$ cat config.mk
export PLATFORM = sky130hd
export DESIGN_NAME = fir_mac_engine
export DESIGN_NICKNAME = d
export VERILOG_FILES = /design/src/rtl/fir_pkg.sv /design/src/rtl/fir_mac_engine_mac.sv /design/src/rtl/fir_mac_engine.sv
export SDC_FILE = /design/constraint.sdc
export NUM_CORES = 1
export LEC_CHECK = 0
export BUFFER_PORTS_ARGS = -buffer_cell sky130_fd_sc_hd__buf_2
export CORE_AREA = 5 5 145 147
export CTS_BUF_LIST = sky130_fd_sc_hd__clkbuf_2
export CTS_CLUSTER_DIAMETER = 200
export DETAILED_ROUTE_END_ITERATION = 7
export DIE_AREA = 0 0 150 152
export GPL_ROUTABILITY_DRIVEN = 0
export GPL_TIMING_DRIVEN = 0
export PLACE_DENSITY = 0.87
export SLEW_MARGIN = 20
export SYNTH_ARGS = -nofsm -noshare
export SYNTH_HDL_FRONTEND = slang
export SYNTH_SLANG_ARGS = --single-unit
$ cat constraint.sdc
create_clock -name clk -period 9.3 [get_ports clk]
set_input_delay 0.93 -clock clk [delete_from_list [all_inputs] [get_ports clk]]
set_output_delay 0.93 -clock clk [all_outputs]
set_load 0.02 [all_outputs]
$ cat src/rtl/fir_pkg.sv
// rtl/fir_pkg.sv - shared types and constants for the serial FIR engine
// Contents: FSM state enum, tap count/address width, coefficient field index helpers.
package fir_pkg;

  typedef enum logic [1:0] {
    IDLE = 2'd0,
    MAC  = 2'd1,
    OUT  = 2'd2
  } state_t;

  localparam int TAPS           = 4;
  localparam int TAP_ADDR_WIDTH = 2;

  // Coefficient layout: top bit is the sign, everything below is magnitude.
  function automatic int coef_sign_idx(input int width);
    return width - 1;
  endfunction

  function automatic int coef_mag_msb(input int width);
    return width - 2;
  endfunction

endpackage

$ cat src/rtl/fir_mac_engine_mac.sv
// rtl/fir_mac_engine_mac.sv - signed sample times sign-magnitude coefficient
// Ports:
//   i_sample  in   SAMPLE_WIDTH  two's-complement sample
//   i_coef    in   DATA_WIDTH    sign-magnitude coefficient
//   o_addend  out  ACC_WIDTH     signed product, negated when the coefficient sign is set
module sign_mag_mac
  import fir_pkg::*;
#(
  parameter int SAMPLE_WIDTH = 12,
  parameter int DATA_WIDTH   = 12,
  parameter int ACC_WIDTH    = SAMPLE_WIDTH + DATA_WIDTH + 2
) (
  input  logic signed [SAMPLE_WIDTH-1:0] i_sample,
  input  logic        [DATA_WIDTH-1:0]   i_coef,
  output logic signed [ACC_WIDTH-1:0]    o_addend
);

  localparam int PROD_WIDTH = SAMPLE_WIDTH + DATA_WIDTH;
  localparam int SIGN_IDX   = coef_sign_idx(DATA_WIDTH);
  localparam int MAG_MSB    = coef_mag_msb(DATA_WIDTH);

  logic signed [DATA_WIDTH-1:0] w_mag;
  logic signed [PROD_WIDTH-1:0] w_prod;
  logic signed [ACC_WIDTH-1:0]  w_prod_ext;

  // Leading zero keeps the magnitude non-negative in the signed multiply.
  assign w_mag      = $signed({1'b0, i_coef[MAG_MSB:0]});
  assign w_prod     = PROD_WIDTH'(i_sample) * PROD_WIDTH'(w_mag);
  assign w_prod_ext = {{(ACC_WIDTH-PROD_WIDTH){w_prod[PROD_WIDTH-1]}}, w_prod};

  // Negative zero gives -0 == 0, so it needs no special case.
  assign o_addend   = i_coef[SIGN_IDX] ? -w_prod_ext : w_prod_ext;

endmodule

$ cat src/rtl/fir_mac_engine.sv
// rtl/fir_mac_engine.sv - serial 4-tap FIR, one multiply-accumulate per cycle
// Ports:
//   clk, rst       in   clock, asynchronous active-high reset
//   in_valid       in   sample offered
//   in_ready       out  engine idle and able to take a sample
//   in_data        in   SAMPLE_WIDTH signed sample
//   rom_r_address  out  coefficient ROM tap address (0 outside MAC)
//   rom_r_data     in   coefficient for rom_r_address, combinational
//   out_valid      out  result held in out_data
//   out_ready      in   sink takes result
//   out_data       out  ACC_WIDTH signed result
module fir_mac_engine
  import fir_pkg::*;
#(
  parameter int DATA_WIDTH   = 12,
  parameter int SAMPLE_WIDTH = 12,
  parameter int ACC_WIDTH    = SAMPLE_WIDTH + DATA_WIDTH + 2
) (
  input  logic                      clk,
  input  logic                      rst,
  input  logic                      in_valid,
  output logic                      in_ready,
  input  logic [SAMPLE_WIDTH-1:0]   in_data,
  output logic [TAP_ADDR_WIDTH-1:0] rom_r_address,
  input  logic [DATA_WIDTH-1:0]     rom_r_data,
  output logic                      out_valid,
  input  logic                      out_ready,
  output logic [ACC_WIDTH-1:0]      out_data
);

  localparam logic [TAP_ADDR_WIDTH-1:0] LAST_TAP = TAP_ADDR_WIDTH'(TAPS - 1);

  state_t                          r_state;
  state_t                          w_next_state;
  logic [TAP_ADDR_WIDTH-1:0]       r_tap;
  logic signed [SAMPLE_WIDTH-1:0]  r_x [TAPS];
  logic signed [ACC_WIDTH-1:0]     r_acc;
  logic signed [ACC_WIDTH-1:0]     r_out_data;
  logic signed [ACC_WIDTH-1:0]     w_addend;
  logic signed [ACC_WIDTH-1:0]     w_acc_sum;
  logic                            w_accept;

  sign_mag_mac #(
    .SAMPLE_WIDTH (SAMPLE_WIDTH),
    .DATA_WIDTH   (DATA_WIDTH),
    .ACC_WIDTH    (ACC_WIDTH)
  ) u_mac (
    .i_sample (r_x[r_tap]),
    .i_coef   (rom_r_data),
    .o_addend (w_addend)
  );

  assign w_acc_sum = r_acc + w_addend;

  // Handshake outputs are pure state decodes: no input-to-output paths.
  assign in_ready      = (r_state == IDLE);
  assign out_valid     = (r_state == OUT);
  assign rom_r_address = (r_state == MAC) ? r_tap : '0;
  assign out_data      = r_out_data;
  assign w_accept      = in_ready && in_valid;

  always_ff @(posedge clk or posedge rst) begin
    if (rst) begin
      r_state <= IDLE;
    end else begin
      r_state <= w_next_state;
    end
  end

  always_comb begin
    w_next_state = r_state;
    case (r_state)
      IDLE:    if (in_valid)          w_next_state = MAC;
      MAC:     if (r_tap == LAST_TAP) w_next_state = OUT;
      OUT:     if (out_ready)         w_next_state = IDLE;
      default:                        w_next_state = IDLE;
    endcase
  end

  always_ff @(posedge clk or posedge rst) begin
    if (rst) begin
      r_tap      <= '0;
      r_acc      <= '0;
      r_out_data <= '0;
      for (int k = 0; k < TAPS; k++) begin
        r_x[k] <= '0;
      end
    end else begin
      if (w_accept) begin
        r_x[0] <= $signed(in_data);
        for (int k = 1; k < TAPS; k++) begin
          r_x[k] <= r_x[k-1];
        end
        r_acc <= '0;
        r_tap <= '0;
      end else if (r_state == MAC) begin
        r_acc <= w_acc_sum;
        r_tap <= r_tap + 1'b1;
        // Last tap: capture the complete sum directly, bypassing r_acc.
        if (r_tap == LAST_TAP) begin
          r_out_data <= w_acc_sum;
        end
      end
    end
  end

endmodule

# After elaboration in Yosys (flattened, before gate mapping)
# Index checks and enable logic that the tools add are counted.
# totals
ff_bits	104
input_bits	28
output_inout_bits	30
wordCells	39
# classes
n_addsub	3
multipliers	1
n_lt_le_gt_ge	1
eq_ne	6
muxes	13
n_bitwise	2
reduce_logical	5
# op_table
operator	count
$mux W26	3
$add A26 B26 Y26	1
$neg A24 Y26	1
$bmux W12 S2	1
$mul A12 B12 Y24	1
$mux W12	2
$mux W2	6
$pmux W2 S3	1
$reduce_and A3 Y1	2
$eq A2 B2 Y1 const B	2
$ne A2 B2 Y1 const B	2
$ge A3 B3 Y1 const B	1
$not A2 Y3	1
$add A2 B1 Y2 const B	1
$eq A2 B1 Y1 const B	1
$logic_not A2 Y1	1
$ne A2 B1 Y1 const B	1
$reduce_bool A2 Y1	1
$logic_and A1 B1 Y1	1
$not A1 Y1	1

# Logic depth before layout (Yosys ltp)
# logic_depth
depth_word	10
mapped_depth	37
ltp_nobuf	33

# Modules after synthesis
# A second synthesis with hierarchy kept.
# unflattened
hier_cells	1338
area_unflattened_um2	11523.6
# by_module_without_submodules
mod	n_inst	cells_each	area_each_um2	seq_area_each_um2
sign_mag_mac	1	725	6002.0	0.0
fir_mac_engine	1	613	5521.5	2602.5

# Least setup slack after synthesis
# Ideal clock, no wire load.
# synth_timing
path_kind	register to register
from	register r_tap[1]
to	register r_acc[25]
setup_ns	0.064
arrival_time_ns	8.684
required_time_ns	9.236
slack_ns	0.551
path_stages_with_launch	36
path_buffers	4
synth_period_minus_slack_ns	8.749
cell_sequence	dfrtp_1 clkbuf_1 clkbuf_1 mux4_2 clkbuf_1 nand2_1 fa_1 fa_1 fa_1 inv_1 fa_1 inv_1 fa_1 inv_1 ha_1 buf_2 nand2_1 or4b_1 nor3_1 o32ai_1 nor3_1 or4b_1 inv_1 a21oi_1 xor2_1 ha_1 nand2_1 nor2_1 and3_1 nand4_1 o31ai_1 a41oi_1 a211o_1 a2111o_1 o211ai_1 a31o_2
# synth_between
elab_chain_cells	10
# synth_rtl
item	line_no	rtl
start: declaration	fir_mac_engine.sv:35	logic [TAP_ADDR_WIDTH-1:0] r_tap;
start signal: assignment	fir_mac_engine.sv:98	r_tap <= r_tap + 1'b1;
$not A2 Y3 (not written as such) *	fir_mac_engine.sv:48	.i_sample (r_x[r_tap]),
$bmux W12 S2 *	fir_mac_engine.sv:48	
$mux W12 (not written as such) * (2 in series)	fir_mac_engine.sv:48	
$mul A12 B12 Y24 *	fir_mac_engine_mac.sv:28	assign w_prod = PROD_WIDTH'(i_sample) * PROD_WIDTH'(w_mag);
$neg A24 Y26	fir_mac_engine_mac.sv:32	assign o_addend = i_coef[SIGN_IDX] ? -w_prod_ext : w_prod_ext;
$mux W26 *	fir_mac_engine_mac.sv:32	
$add A26 B26 Y26 *	fir_mac_engine.sv:53	assign w_acc_sum = r_acc + w_addend;
$mux W26 *	fir_mac_engine.sv:96	end else if (r_state == MAC) begin
$mux W26 *	fir_mac_engine.sv:89	if (w_accept) begin
end signal: assignment	fir_mac_engine.sv:97	r_acc <= w_acc_sum;
end: declaration	fir_mac_engine.sv:37	logic signed [ACC_WIDTH-1:0] r_acc;
# Mark *: on every way between the ends. The rest lies on a longest branch, timed or not. The select of a mux whose other input is x is not followed.
# A chain may end at the register's enable or synchronous reset.

# Final worst setup path
# layout_timing
from	register r_tap[0]
to	register r_acc[25]
# Same word-level chain as after synthesis.

==> reports/qor.yml <==
critical_path.top_delay_family: "adder cells"
synth_nets: 1425
timing.slew.headroom: 0.541
drt-initial-drc-count: 625
ys_async_sr_fraction: 1.00
synth_edf_count: 0
use_met1: 0.304
tightest_slew_ps: 689
stdcell_area_um2: 12100
max-clock-path-buffers: 2
boundaryPins: 58
grt_pass1_wl_mm: 42.1
coreArea_um2: 19800
yosys-top-cells-area: "dfrtp_1 (23%), fa_1 (22%), ha_1 (9.1%)"
timing.final.crit_share: 0.961
syn_inst: 1189
antenna_left: 0
end_kind: "flip-flop"
yosysUniqueCellTypes: 67
grt_util_met3: 0.0331
viasPerCell: 5.70
syn_avg_cell_area_um2: 9.45
htreeDepth: 3
drc: 0
drive_gt1_frac: 0.139
synth_seq_area_share: 0.232
yosysMostFrequentCell: "inv_1"
grt_overflow: 0
post_drt_wl_per_cell_um: 16.2
postCtsHoldBufs: 0
synth_flop_cell: "dfrtp_1"
vias: 8744
cts_sinks: 104
cap_violations: 0
slowest_stage: "mux4_2"
setup_tns_ps: 0
crit_arrival_ps: 9550
clkSlewWorstSetupHoldPaths_ps: 330
fin_crit_ps: 8930
dp_hpwl_mm: 20.1
routed_wl_mm: 24.8
cts_root_buf: "clkbuf_2"
cts_tree: "built"
use_met2: 0.376
placedCellCount: 1517
die_y_um: 152
synth_area_um2: 11200
fmax_ghz: 0.112
synthTopCellsByCount: "inv_1 (189), nand2_1 (177), fa_1 (126)"
critPathMaxStageDelay_ps: 600
hold_class: "in -> async"
status: "completed"
crit_fanout: 10
drt_pass1_iterations: 6
placed_area_um2: 11900
cp.required_ps: 9920
setup_viol: 0
die_x_um: 150
top_usage_layer: "met2"
whs_ps: 213
synth_top_area_share: 0.232
critPathBufInv: 8
drv_slew: 0
port_buffers: 57
fin_worst_skew_ps: 50.8
hold_violations: 0
area_growth_pct: 7.54
crit_cells: 35
cp-start-kind: "flip-flop"
clock_latency_ps: 650
antenna_found_initial: 1
start_util: 0.568
worst-r2r-cell-count: 35
groute.usage.overall: 0.226
grt_max_degree: 63
grt_pass1_vias: 9001
synth_top_cell_by_area: "dfrtp_1"
yosys_warnings: 0
worstSetupPathType: "reg -> reg"
rows: 52
dieArea_um2: 22800
layout.nets: 1494
cts_made_buffers: 9
final_cells: 1534
synth-seq-cells: 104
## per-layer routing
| metal | wire (um) | vias up |
|---|---|---|
| met5 | 0 | - |
| met4 | 741 | 0 |
| met3 | 1220 | 62 |
| met2 | 12500 | 277 |
| met1 | 10400 | 4388 |
| li1 | - | 4017 |
## timing repair
item	in CTS	in global routing
resized for setup	5	11
hold endpoints to repair	0	0
setup endpoints to repair	12	6
pin swaps	0	5
setup buffers	3	7
cloned	0	0
## final timing paths
| check | endpoint | startpoint | slack (ps) |
|---|---|---|---|
| worst max-delay path | r_acc[25] | r_tap[0] | 370 |
| worst min-delay path | r_x[36] | rst | 210 |
| worst max register to register | r_acc[25] | r_tap[0] | 370 |
| worst min register to register | out_data[6] | out_data[6] | 520 |
| max in group asynchronous | out_data[8] | rst | 8400 |
| min in group clk | r_x[40] | in_data[4] | 470 |
## cells in the final DEF (no fill, tap or decap), drive strengths merged, types with 4 or more instances in the layout
master / instances
a211oi: 7
a21o: 17
a21oi: 42
a31oi: 5
and2: 44
and3: 6
buf: 74
clkbuf: 46
dfrtp: 104
fa: 126
ha: 82
inv: 193
mux2: 50
mux4: 12
nand2: 177
nand2b: 10
nand3: 9
nand4: 4
nor2: 21
nor2b: 5
nor3: 13
o21a: 6
o21ai: 60
o21bai: 4
o22ai: 21
o31ai: 5
or2: 5
or3: 4
xnor2: 40
xor2: 25
## per-stage QoR
stage	setup WS, ps	utilization
after global routing	-11.6	0.611
after floorplan	551	-
after detailed placement	-692	0.601
after global placement	-477	0.600
after CTS	32.9	0.608
final	366	0.611
## worst register-to-register path, delay by kind of cell, from the launching register on
family	cells	cell delay, ps
adders and majority gates	7	3250
AOI/OAI and AO/OA	9	1820
and+or+nand+nor	9	1820
buffers and inverters	8	780
muxes	1	600
DFF	1	450
xor gates and xnor gates	1	180
## final cells by class
type / instances / area (um^2)
fillers: 1634 / 7690
well taps: 270 / 338
plain buffers: 43 / 190
multi-input cells: 843 / 7740
repair buffers: 68 / 388
clock inverters: 7 / 61.3
flip-flops and latches: 104 / 2600
inverters: 189 / 714
diodes: 1 / 2.50
clock buffers: 9 / 45.0
## flip-flops by register name, indices dropped and copies added (netlist names)
name / count
r_acc: 26
r_tap: 2
r_x: 48
r_state: 2
out_data: 26
## kinds of logic after synthesis
kind of cell               share of synthesized area
adders and majority gates                      0.316
xor gates and xnor gates                      0.0527
DFF                                            0.232
AOI/OAI and AO/OA                              0.115
buffers and inverters                         0.0824
and+or+nand+nor                                0.129
muxes                                         0.0741
Power is left out: the tool's default activity adds up to more than one toggle a clock period on the data nets, which glitch-free logic cannot reach.
